--- src/rtl/conv_seq.sv ---
// Kernel-window sequencer: drives line-buffer writes and emits one window per pixel with edge masks.
// Optional framing check on s_tlast_i is built when CONV_SEQ_FRAME_CHECK_EN is defined.
module conv_seq #(
  parameter  int KERNEL_DIAMETER_N = 5,
  parameter  int MAX_WIDTH         = 1024,
  parameter  int MAX_HEIGHT        = 1024,
  localparam int R      = (KERNEL_DIAMETER_N - 1) / 2,
  localparam int COL_W  = $clog2(MAX_WIDTH),
  localparam int ROW_W  = $clog2(MAX_HEIGHT),
  localparam int BANK_W = $clog2(KERNEL_DIAMETER_N)
) (
  input  logic                         clk_i,
  input  logic                         rst_n,
  input  logic [COL_W-1:0]             cfg_width_i,
  input  logic [ROW_W-1:0]             cfg_height_i,
  input  logic                         s_tvalid_i,
  input  logic                         s_tlast_i,
  input  logic                         s_tuser_i,
  output logic                         s_tready_o,
  output logic                         lb_wr_o,
  output logic [COL_W-1:0]             lb_addr_o,
  output logic [BANK_W-1:0]            lb_bank_o,
  output logic                         m_tvalid_o,
  input  logic                         m_tready_i,
  output logic                         m_tuser_o,
  output logic                         m_tlast_o,
  output logic [KERNEL_DIAMETER_N-1:0] m_vmask_o,
  output logic [KERNEL_DIAMETER_N-1:0] m_hmask_o,
  output logic                         frame_err_o
);

  typedef enum logic [1:0] {IDLE, PRIME, RUN, FLUSH} state_e;

  state_e             state_q, state_d;
  logic [COL_W-1:0]   in_col_q, in_col_d, cfg_w_q, cfg_w_d, fl_col_q, fl_col_d;
  logic [ROW_W-1:0]   in_row_q, in_row_d, cfg_h_q, cfg_h_d, fl_row_q, fl_row_d;
  logic [BANK_W-1:0]  bank_q, bank_d;

  logic [COL_W-1:0]   cur_w;
  logic [ROW_W-1:0]   cur_h;
  logic               col_last, row_last;
  logic [ROW_W-1:0]   out_row;
  logic [COL_W-1:0]   out_col;

  // The SOF beat arrives in IDLE before cfg is latched, so compare against the live inputs there.
  assign cur_w    = (state_q == IDLE) ? cfg_width_i  : cfg_w_q;
  assign cur_h    = (state_q == IDLE) ? cfg_height_i : cfg_h_q;
  assign col_last = (in_col_q == cur_w);
  assign row_last = (in_row_q == cur_h);

  assign lb_addr_o = in_col_q;
  assign lb_bank_o = bank_q;

  always_comb begin
    s_tready_o = 1'b1;
    m_tvalid_o = 1'b0;
    lb_wr_o    = 1'b0;
    state_d    = state_q;
    in_col_d   = in_col_q;
    in_row_d   = in_row_q;
    bank_d     = bank_q;
    cfg_w_d    = cfg_w_q;
    cfg_h_d    = cfg_h_q;
    fl_col_d   = fl_col_q;
    fl_row_d   = fl_row_q;

    unique case (state_q)
      IDLE:  lb_wr_o = s_tvalid_i & s_tuser_i;
      PRIME: lb_wr_o = s_tvalid_i;
      RUN: begin
        s_tready_o = m_tready_i;
        m_tvalid_o = s_tvalid_i;
        lb_wr_o    = s_tvalid_i & m_tready_i;
      end
      FLUSH: begin
        s_tready_o = 1'b0;
        m_tvalid_o = 1'b1;
      end
      default: ;
    endcase

    // lb_wr_o doubles as "input beat consumed" in every state that takes pixels.
    if (lb_wr_o) begin
      if (state_q == IDLE) begin
        cfg_w_d = cfg_width_i;
        cfg_h_d = cfg_height_i;
        state_d = PRIME;
      end
      if (col_last) begin
        in_col_d = '0;
        in_row_d = in_row_q + 1'b1;
        bank_d   = (bank_q == BANK_W'(KERNEL_DIAMETER_N - 1)) ? '0 : bank_q + 1'b1;
        if (row_last) begin
          state_d  = FLUSH;
          in_row_d = '0;
          bank_d   = '0;
          fl_col_d = '0;
          fl_row_d = (state_q == RUN) ? cfg_h_q - ROW_W'(R - 1) : '0;
        end else if (state_q != RUN && in_row_q == ROW_W'(R - 1)) begin
          state_d = RUN;
        end
      end else begin
        in_col_d = in_col_q + 1'b1;
      end
    end

    if (state_q == FLUSH && m_tready_i) begin
      if (fl_col_q == cfg_w_q) begin
        fl_col_d = '0;
        if (fl_row_q == cfg_h_q) begin
          state_d  = IDLE;
          fl_row_d = '0;
        end else begin
          fl_row_d = fl_row_q + 1'b1;
        end
      end else begin
        fl_col_d = fl_col_q + 1'b1;
      end
    end
  end

  always_ff @(posedge clk_i) begin
    if (rst_n) begin
      state_q  <= IDLE;
      in_col_q <= '0;
      in_row_q <= '0;
      bank_q   <= '0;
      cfg_w_q  <= '0;
      cfg_h_q  <= '0;
      fl_col_q <= '0;
      fl_row_q <= '0;
    end else begin
      state_q  <= state_d;
      in_col_q <= in_col_d;
      in_row_q <= in_row_d;
      bank_q   <= bank_d;
      cfg_w_q  <= cfg_w_d;
      cfg_h_q  <= cfg_h_d;
      fl_col_q <= fl_col_d;
      fl_row_q <= fl_row_d;
    end
  end

  // In RUN the window centre lags the input by R rows; FLUSH walks the remaining rows itself.
  assign out_row   = (state_q == FLUSH) ? fl_row_q : in_row_q - ROW_W'(R);
  assign out_col   = (state_q == FLUSH) ? fl_col_q : in_col_q;
  assign m_tuser_o = m_tvalid_o && (out_row == '0) && (out_col == '0);
  assign m_tlast_o = m_tvalid_o && (out_col == cfg_w_q);

  localparam logic signed [ROW_W:0] R_ROW = R;
  localparam logic signed [COL_W:0] R_COL = R;

  for (genvar i = 0; i < KERNEL_DIAMETER_N; i++) begin : g_tap
    localparam logic signed [ROW_W:0] I_ROW = i;
    localparam logic signed [COL_W:0] I_COL = i;
    logic signed [ROW_W:0] vr;
    logic signed [COL_W:0] hc;
    assign vr = $signed({1'b0, out_row}) - R_ROW + I_ROW;
    assign hc = $signed({1'b0, out_col}) - R_COL + I_COL;
    assign m_vmask_o[i] = m_tvalid_o && !vr[ROW_W] && (vr <= $signed({1'b0, cfg_h_q}));
    assign m_hmask_o[i] = m_tvalid_o && !hc[COL_W] && (hc <= $signed({1'b0, cfg_w_q}));
  end

`ifdef CONV_SEQ_FRAME_CHECK_EN
  logic err_q, err_d;
  always_comb begin
    err_d = err_q;
    if ((state_q == PRIME || state_q == RUN) && lb_wr_o && (s_tlast_i != col_last))
      err_d = 1'b1;
  end
  always_ff @(posedge clk_i) begin
    if (rst_n) err_q <= 1'b0;
    else       err_q <= err_d;
  end
  assign frame_err_o = err_q;
`else
  logic unused_tlast;
  assign unused_tlast = s_tlast_i;
  assign frame_err_o  = 1'b0;
`endif

endmodule

--- config.mk ---
export PLATFORM = sky130hd
export DESIGN_NAME = conv_seq
export DESIGN_NICKNAME = d
export VERILOG_FILES = /design/src/rtl/conv_seq.sv
export SDC_FILE = /design/constraint.sdc
export NUM_CORES = 1
export LEC_CHECK = 0
export CAP_MARGIN = 20
export CORE_AREA = 5 5 128 130
export CTS_CLUSTER_SIZE = 40
export DETAILED_ROUTE_END_ITERATION = 8
export DIE_AREA = 0 0 133 135
export PLACE_DENSITY = 0.78
export SYNTH_ARGS = -nofsm -noshare
export SYNTH_HDL_FRONTEND = slang
export SYNTH_SLANG_ARGS = --single-unit
--- constraint.sdc ---
create_clock -name clk_i -period 5 [get_ports clk_i]
set_input_delay 1 -clock clk_i [delete_from_list [all_inputs] [get_ports clk_i]]
set_output_delay 1 -clock clk_i [all_outputs]
set_load 0.02 [all_outputs]
-- Yosys cells after proc, flatten, opt, wreduce, memory -nomap -nowiden
Index checks and enable logic that the tools add are counted.
- register bits: 65
- latch bits: 0
- RAM bits: 0
- ROM bits: 0
- bits of input ports: 26
- memories kept: 0
- add/sub/neg operators: 17
- multipliers: 0
- divide/modulo/power cells: 0
- order comparisons: 10
- eq/ne operators: 11
- shift-type cells: 0
- muxes and demuxes: 31
- bitwise gates (word level): 2
- reduce and logical (&&, ||, !) cells: 43
- operators with widths (cell ; number):
    $mux W10 ; 18
    $le A11 B11 Y1 ; 10
    $eq A10 B10 Y1 ; 5
    $add A11 B3 Y11 const B ; 4
    $add A10 B1 Y10 const B ; 4
    $logic_and A1 B1 Y1 ; 25
    $add A11 B2 Y11 const B ; 2
    $add A11 B4 Y11 const B ; 2
    $sub A10 B2 Y11 const B ; 2
    $logic_not A10 Y1 ; 2
    $mux W2 ; 8
    $eq A10 B1 Y1 const B ; 1
    $logic_not A1 Y1 ; 10
    $sub A10 B1 Y10 const B ; 1
    $sub A10 B2 Y10 const B ; 1
    $mux W3 ; 2
    $reduce_bool A2 Y1 ; 3
    $eq A2 B2 Y1 const B ; 2
    $pmux W1 S2 ; 2
    $add A3 B1 Y3 const B ; 1
    $eq A3 B3 Y1 const B ; 1
    $pmux W1 S3 ; 1
    $reduce_and A3 Y1 ; 1
    $and A1 B1 Y1 ; 2
    4 further kinds ; 4

-- Logic depth before layout (Yosys ltp)
Gate-level depths: netlist of the first run.
- depth after elaboration: 9
- depth in mapped cells: 23
- gate-level depth less buffers: 20

-- Least setup slack after synthesis of the first run
OpenSTA, ideal clock, no wires.
- path type: flip-flop to output port
- start point: reg state_q[1]
- end point: out m_vmask_o[4]
- data arrival time: 4.604 ns
- required time: 4.000 ns
- slack: -0.604 ns
- stages on the path, launching flop included: 24
- path buffers: 4
- cells stage by stage: dfxtp_1 buf_4 nand2_2 buf_2 buf_1 nand2_1 o21ai_1 ha_1 clkbuf_1 and4b_1 nand3b_1 nand3_1 nor3_2 inv_2 and3_1 nor2_1 nor2_1 ha_1 a21oi_1 o21ai_0 a21o_1 a211oi_1 o21ai_0 nor3b_1
- cells in the longest elaborated chain, start to end: 7
- elaborated cells between the ends (all ways): 10
- those cells by class: 2 x add/sub; 1 x order compare; 2 x eq/ne; 2 x mux; 3 x reduce/logical
- RTL lines (what ; line ; RTL):
    start, declared ; 34 ; state_e state_q, state_d;
    start signal, assigned ; 133 ; state_q <= state_d;
    branches (longest 6 deep; another with $sub A10 B2 Y11) ; - ;
    $logic_and A1 B1 Y1 * ; 160 ; assign m_vmask_o[i] = m_tvalid_o && !vr[ROW_W] && (vr <= $signed({1'b0, cfg_h_q}));
    end, declared ; 27 ; output logic [KERNEL_DIAMETER_N-1:0] m_vmask_o,
Every way passes the cells marked *.

-- Worst setup path in the final report of the first run
- start point: reg in_row_q[2]
- end point: out m_vmask_o[2]
- cells in the longest elaborated chain, start to end: 7
- elaborated cells between the ends (all ways): 8
- those cells by class: 3 x add/sub; 1 x order compare; 1 x mux; 3 x reduce/logical
- RTL lines (what ; line ; RTL):
    start, declared ; 36 ; logic [ROW_W-1:0] in_row_q, in_row_d, cfg_h_q, cfg_h_d, fl_row_q, fl_row_d;
    start signal, assigned ; 135 ; in_row_q <= in_row_d;
    $sub A10 B2 Y10 * ; 145 ; assign out_row = (state_q == FLUSH) ? fl_row_q : in_row_q - ROW_W'(R);
    $mux W10 * ; 145 ;
    $sub A10 B2 Y11 * ; 158 ; assign vr = $signed({1'b0, out_row}) - R_ROW + I_ROW;
    $add A11 B3 Y11 * ; 158 ;
    branches (longest 2 deep; another with $le A11 B11 Y1) ; - ;
    $logic_and A1 B1 Y1 * ; 160 ;
Marks and branches as above.

==> results of run 1 <==
==> state kept, by name, indices dropped and copies added (netlist names) <==
| signal | count |
|---|---|
| state_q | 2 |
| in_row_q | 10 |
| fl_col_q | 10 |
| fl_row_q | 10 |
| lb_bank_o | 3 |
| lb_addr_o | 10 |
| cfg_w_q | 10 |
| cfg_h_q | 10 |
==> kinds of logic after synthesis <==
| group | Yosys count | share of synthesized area [%] |
|---|---|---|
| and+or+nand+nor | 381 | 24.7 |
| AOI/OAI and AO/OA | 205 | 16.8 |
| xor gates and xnor gates | 142 | 15.4 |
| adders and majority gates | 114 | 17.2 |
| buffers and inverters | 109 | 5.61 |
| DFF | 65 | 15.7 |
| muxes | 36 | 4.45 |
| other | 1 | 0.0453 |
==> through the flow <==
step / std cells / setup TNS (ns)
after global placement: 1355 / -0.133
final: 1393 / 0
after global routing: 1393 / -0.335
after CTS: 1372 / -0.0442
after floorplan: 1053 / 0
after detailed placement: 1355 / -0.567
==> metal layers <==
layer	track usage [%]	up-vias	wire length, um
met1	36.6	4112	11200
met3	4.06	96	2140
met4	9.47	0	934
met2	45.2	452	12500
li1	-	4085	-
met5	0	-	0
==> power by group through the flow <==
stage / registers, mW / clock network, mW / logic, mW
2_1_floorplan: 0.553 / 0 / 0.468
3_3_place_gp: 0.557 / 0 / 0.624
3_5_place_dp: 0.558 / 0 / 0.646
4_1_cts: 0.546 / 0.643 / 0.656
5_1_grt: 0.549 / 0.670 / 0.756
6_report: 0.548 / 0.641 / 0.686
==> path summary, 6_finish.rpt <==
check / end / cells after the start
setup / recovery: m_vmask_o[2] / 16
setup reg to reg: fl_row_q[7] / 11
hold / removal: lb_bank_o[1] / 2
hold reg to reg: lb_bank_o[1] / 2
==> area by class of cell <==
type	instances	area, um2	area share [%]
flip-flops and latches	65	1310	12.3
inverters	56	214	2.02
multi-input cells	879	6970	65.6
repair buffers	189	1580	14.9
well taps	188	235	2.22
clock inverters	6	67.6	0.637
clock buffers	10	239	2.25
==> what timing repair did <==
action / CTS / global route
resized for setup: 44 / 87
pin swaps: 2 / 35
setup buffers: 1 / 21
endpoints found under the setup margin: 9 / 10
==> worst register-to-register path, delay by kind of cell (launching register included) <==
family,cells,cell delay [ns]
DFF,1,0.34
muxes,1,0.29
xor gates and xnor gates,1,0.20
and+or+nand+nor,5,2.00
buffers and inverters,3,0.54
AOI/OAI and AO/OA,1,0.23
==> layout by cell type (no fill, tap or decap), types with 38 or more instances in the layout <==
cell	Yosys	layout
ha_1	114	109
xor2_1	49	47
xnor2_1	90	84
a21oi_1	62	59
buf_4	3	133
nor2_1	61	59
clkdlybuf4s50_1	0	42
nand2_1	104	102
inv_1	51	49
nand3_1	42	38
dfxtp_1	65	61
==> metrics.yaml, run 1 <==
status: "complete, no violations"
synth_async_sr_flop_share_pct: 0
cts_sinks: 65
path_delay_family: "simple AND/OR/NAND/NOR gates"
max_stage_delay_ns: 0.55
drt-total-wl_um: 26800
vias: 8745
ys.flop_type: "dfxtp_1"
clkPwrFrac_pct: 34.2
final_util_pct: 70.6
swShare_pct: 33.6
placementRows: 45
p_int_mw: 1.24
antenna_left: 0
worst-path-max-fanout: 6
io_pins: 55
cts_buffers: 9
grt_max_degree: 42
cts_buffer_depth: 2
power.leakage_nw: 4.55
hold_violations: 0
path_buf_inv: 3
r2r_start: "state_q[0]"
post-place-ws_ns: -0.176
crit_chain: "buf_8, or4_4, and3_4, a311oi_4, buf_4, o311ai_4, nor2_2, a21boi_4, nand2_1, xnor2_1, ha_1, nand4_1, nor3_2, a21oi_2, nor4_2, buf_4"
worstPathArrival_ns: 4.00
cpMostUsedCell: "buf_4"
crit_path_start: "in_row_q[2]"
synth_edf_count: 0
core_area_um2: 15000
ys_ff_latch: 65
drt_iter0_markers: 1060
final_nets: 1340
vdd_drop_max_mv: 0.209
yosysMostFrequentCell: "ha_1"
syn_inst: 1053
hold_path.class: "register to register"
maxSlewHeadroom_pct: 38.6
cts_tree: "built"
grt_first_pass_wirelength_um: 40500
io_buffers: 52
grt_pass1_vias: 7943
clk_pin_slew_worst_paths_ns: 0.06
die_w_um: 133
fin_worst_skew_ns: 0.00964
grtUsageTotal_pct: 27.4
totalPowerFinal_mw: 1.88
antenna_cells: 0
setup_violations: 0
cp_slowest_cell: "or4_4"
avgRoutedWirePerCell_um: 19.2
drc: 0
maxCapViolCount: 0
max_freq_ghz: 0.200
yosysUniqueCellTypes: 84
rsz0062_at_grt: "yes"
endpoint_kind: "output port"
ys_top_cells_by_count: "ha_1 (114), nand2_1 (104), xnor2_1 (90)"
initial_utilization_pct: 55.0
syn_area_um2: 8270
finalCriticalPeriod_ns: 5.00
holdBufCountCts: 0
final_area_um2: 10600
switching_power_mw: 0.630
vias_per_cell: 6.28
clk_latency_ns: 0.33
root_buffer: "clkbuf_16"
fin_ws_ns: 0.00345
antenna_found_initial: 0
path_class: "register to output port"
avgSynthCellArea_um2: 7.86
placed_area_um2: 9710
grt-ovfl-total: 0
min_from: "lb_bank_o[1]"
fill_cells: 1089
fin_crit_sh_pct: 99.9
synth.largest_area_cell: "ha_1"
holdWs_ns: 0.513
ys_seq_area_share_pct: 15.7
gp_congestion: 1.00
yosys_warnings: 0
drive_gt1_share_pct: 21.6
power.density_nw_per_um2: 177
pwr-share-seq_pct: 29.2
die_h_um: 135
worst_slew_pin_slew_ns: 0.914
required_ns: 4.00
rrSetupSlack_ns: 1.33
post-dp-hpwl_um: 19500
final_max_slew_viol_count: 0
pwr-share-comb_pct: 36.6
synth_top_area_share_pct: 17.2
h-tree-depth: 3
dieArea_um2: 18000
syn_to_final_growth_pct: 28.3
synth_fp_nets: 1193
start_kind: "register"
first_pass_iters: 5
ys_top_cells_by_area: "ha_1 (17%), dfxtp_1 (16%), xnor2_1 (9.5%)"
Power figures use the tool's default switching activity.
==> inputs of run 2 (changes only) <==
Settings changed: CORE_AREA 5 5 128 130 to 5 5 127 129, CTS_BUF_LIST set to sky130_fd_sc_hd__clkbuf_4 sky130_fd_sc_hd__clkbuf_8, DIE_AREA 0 0 133 135 to 0 0 132 134, PLACE_DENSITY 0.78 to 0.79, TNS_END_PERCENT set to 30.
==> metrics.yaml, run 2 (synthesis results as in run 1) <==
placementRows: 45  # unchanged
layout_common_cells: "buf_4 (143), ha_1 (110), nand2_1 (102), xnor2_1 (88), dfxtp_1 (62)"  # was buf_4 (133), ha_1 (109), nand2_1 (102), xnor2_1 (84), dfxtp_1 (61)
maxSlewHeadroom_pct: 33.2  # was 38.6%
grt-ovfl-total: 0  # unchanged
cts_tree: "built"  # unchanged
r2r_start: "state_q[1]"  # was state_q[0]
cts_buffer_depth: 2  # unchanged
holdBufCountCts: 0  # unchanged
initial_utilization_pct: 55.4  # was 55.0%
path_class: "register to output port"  # unchanged
fin_worst_skew_ns: 0.0130  # was 0.00964 ns
drt_iter0_markers: 757  # was 1060
violations: "design-rule violations"
max_freq_ghz: 0.201  # was 0.200 GHz
hold_depth: 2  # unchanged
power.density_nw_per_um2: 170  # was 177 nW/um2
fill_cells: 1180  # was 1089
drive_gt1_share_pct: 21.2  # was 21.6%
fin_crit_sh_pct: 99.4  # was 99.9%
cts_sinks: 65  # unchanged
vias: 8549  # was 8745
final.setup.tns_ns: 0  # unchanged
maxCapViolCount: 0  # unchanged
vdd_drop_max_mv: 0.212  # was 0.209 mV
antenna_found_initial: 0  # unchanged
gp_congestion: 0.986  # was 1.00
power.leakage_nw: 4.47  # was 4.55 nW
status: "finished, violations left"  # was complete, no violations
worst-path-max-fanout: 6  # unchanged
drc: 1  # was 0
vias_per_cell: 6.12  # was 6.28
finalCriticalPeriod_ns: 4.97  # was 5.00 ns
syn_to_final_growth_pct: 25.5  # was 28.3%
setup_violations: 0  # unchanged
worst_slew_pin_slew_ns: 0.999  # was 0.914 ns
cts_buffers: 9  # unchanged
grtUsageTotal_pct: 27.1  # was 27.4%
final_nets: 1344  # was 1340
root_buffer: "clkbuf_8"  # was clkbuf_16
start_kind: "register"  # unchanged
hold_path.class: "register to register"  # unchanged
clk_pin_slew_worst_paths_ns: 0.08  # was 0.06 ns
drt-total-wl_um: 25400  # was 26800 um
antenna_left: 0  # unchanged
rrSetupSlack_ns: 1.14  # was 1.33 ns
rsz0062_at_grt: "yes"  # unchanged
endpoint_kind: "output port"  # unchanged
worstPathArrival_ns: 3.97  # was 4.00 ns
grt_first_pass_wirelength_um: 40000  # was 40500 um
io_pins: 55  # unchanged
post-dp-hpwl_um: 19200  # was 19500 um
dieArea_um2: 17700  # was 18000 um2
reg2reg_to: "fl_row_q[2]"  # was fl_row_q[7]
io_buffers: 52  # unchanged
final_util_pct: 69.6  # was 70.6%
grt_pass1_vias: 8173  # was 7943
final_common_cell: "buf_4"  # unchanged
antenna_cells: 0  # unchanged
h-tree-depth: 3  # unchanged
required_ns: 4.00  # about the same
die_h_um: 134  # was 135 um
die_w_um: 132  # was 133 um
min_from: "lb_bank_o[0]"  # was lb_bank_o[1]
rr_worst_depth: 9  # was 11
holdPathEnd: "lb_bank_o[0]"  # was lb_bank_o[1]
avgRoutedWirePerCell_um: 18.1  # was 19.2 um
core_area_um2: 14900  # was 15000 um2
first_pass_iters: 8  # was 5
hold_violations: 0  # unchanged
final_max_slew_viol_count: 0  # unchanged
grt_max_degree: 23  # was 42
clk_latency_ns: 0.36  # was 0.33 ns
-- run 2: changes by cell type in the layout (fill, tap and decap cells not counted), moves of 3 or more --
cell and delta:
buf_12 -3, clkbuf_16 -9, clkbuf_8 +8, o21ai_0 -3, o21ai_1 +3, buf_4 +10
xnor2_1 +4
-- run 2: area by class of cell --
type                    count  area [um2]  area share [%]
flip-flops and latches     65        1310            12.6
multi-input cells         879        6840            65.9
clock buffers              10         131            1.27
well taps                 188         235            2.27
repair buffers            193        1560            15.0
inverters                  56         214            2.06
clock inverters             6        92.6           0.892
-- run 2: routing by layer --
metal | GRT usage [%] | part of all wire [%] | wire length [um] | vias up
li1 | - | - | - | 4080
met5 | 0 | 0 | 0 | -
met3 | 3.30 | 6.0 | 1520 | 57
met2 | 46.0 | 48 | 12100 | 352
met1 | 35.4 | 44 | 11100 | 4060
met4 | 9.71 | 2.3 | 595 | 0
-- run 2: through the flow --
| stage | cell area [um2] | hold slack (ns) | cells | power (mW) | setup slack, ns |
|---|---|---|---|---|---|
| 5_1_grt | 10400 | 0.532 | 1397 | 1.86 | -0.181 |
| 3_3_place_gp | 9810 | 0.473 | 1370 | 1.18 | -0.244 |
| 3_5_place_dp | 9810 | 0.493 | 1370 | 1.21 | -0.214 |
| 4_1_cts | 10100 | 0.514 | 1389 | 1.72 | -0.0410 |
| 2_1_floorplan | 8330 | 0.472 | 1053 | 1.02 | 0.00101 |
| 6_report | 10400 | 0.517 | 1397 | 1.76 | 0.0323 |
-- run 2: report_power, final --
part | internal [mW] | switching (mW)
clock | 0.288 | 0.224
combinational | 0.323 | 0.383
sequential | 0.529 | 0.0176
-- run 2: critical path, stage by stage, from the launching register on --
cell	delay (ns)
dfxtp_1	0.35
nand2_4	0.13
buf_4	0.17
mux2i_4	0.27
inv_1	0.12
ha_1	0.31
inv_1	0.09
ha_1	0.20
and2_0	0.19
and3_4	0.24
nand2_1	0.07
xnor2_1	0.13
ha_1	0.29
a21o_1	0.20
a211oi_2	0.27
o21ai_2	0.09
buf_4	0.14
a21oi_2	0.09
clkdlybuf4s15_2	0.27
-- run 2: worst max-delay path by stage --
| stage | from | depth (start not counted) | end | slack [ns] |
|---|---|---|---|---|
| detailed placement | in_row_q[1] | 20 | m_vmask_o[3] | -0.21 |
| global route | state_q[1] | 18 | m_hmask_o[2] | -0.18 |
| CTS | in_row_q[1] | 17 | m_vmask_o[0] | -0.04 |
| floorplan | state_q[1] | 22 | m_vmask_o[4] | 0.001 |
| global placement | in_row_q[1] | 20 | m_vmask_o[3] | -0.24 |
| finish | state_q[1] | 18 | m_hmask_o[2] | 0.03 |
-- run 2: what timing repair did --
action,CTS,global route
pin swaps,7,30
buffers inserted,3,8
cloned,0,0
gates resized for setup,51,58
endpoints found under the setup margin,10,9
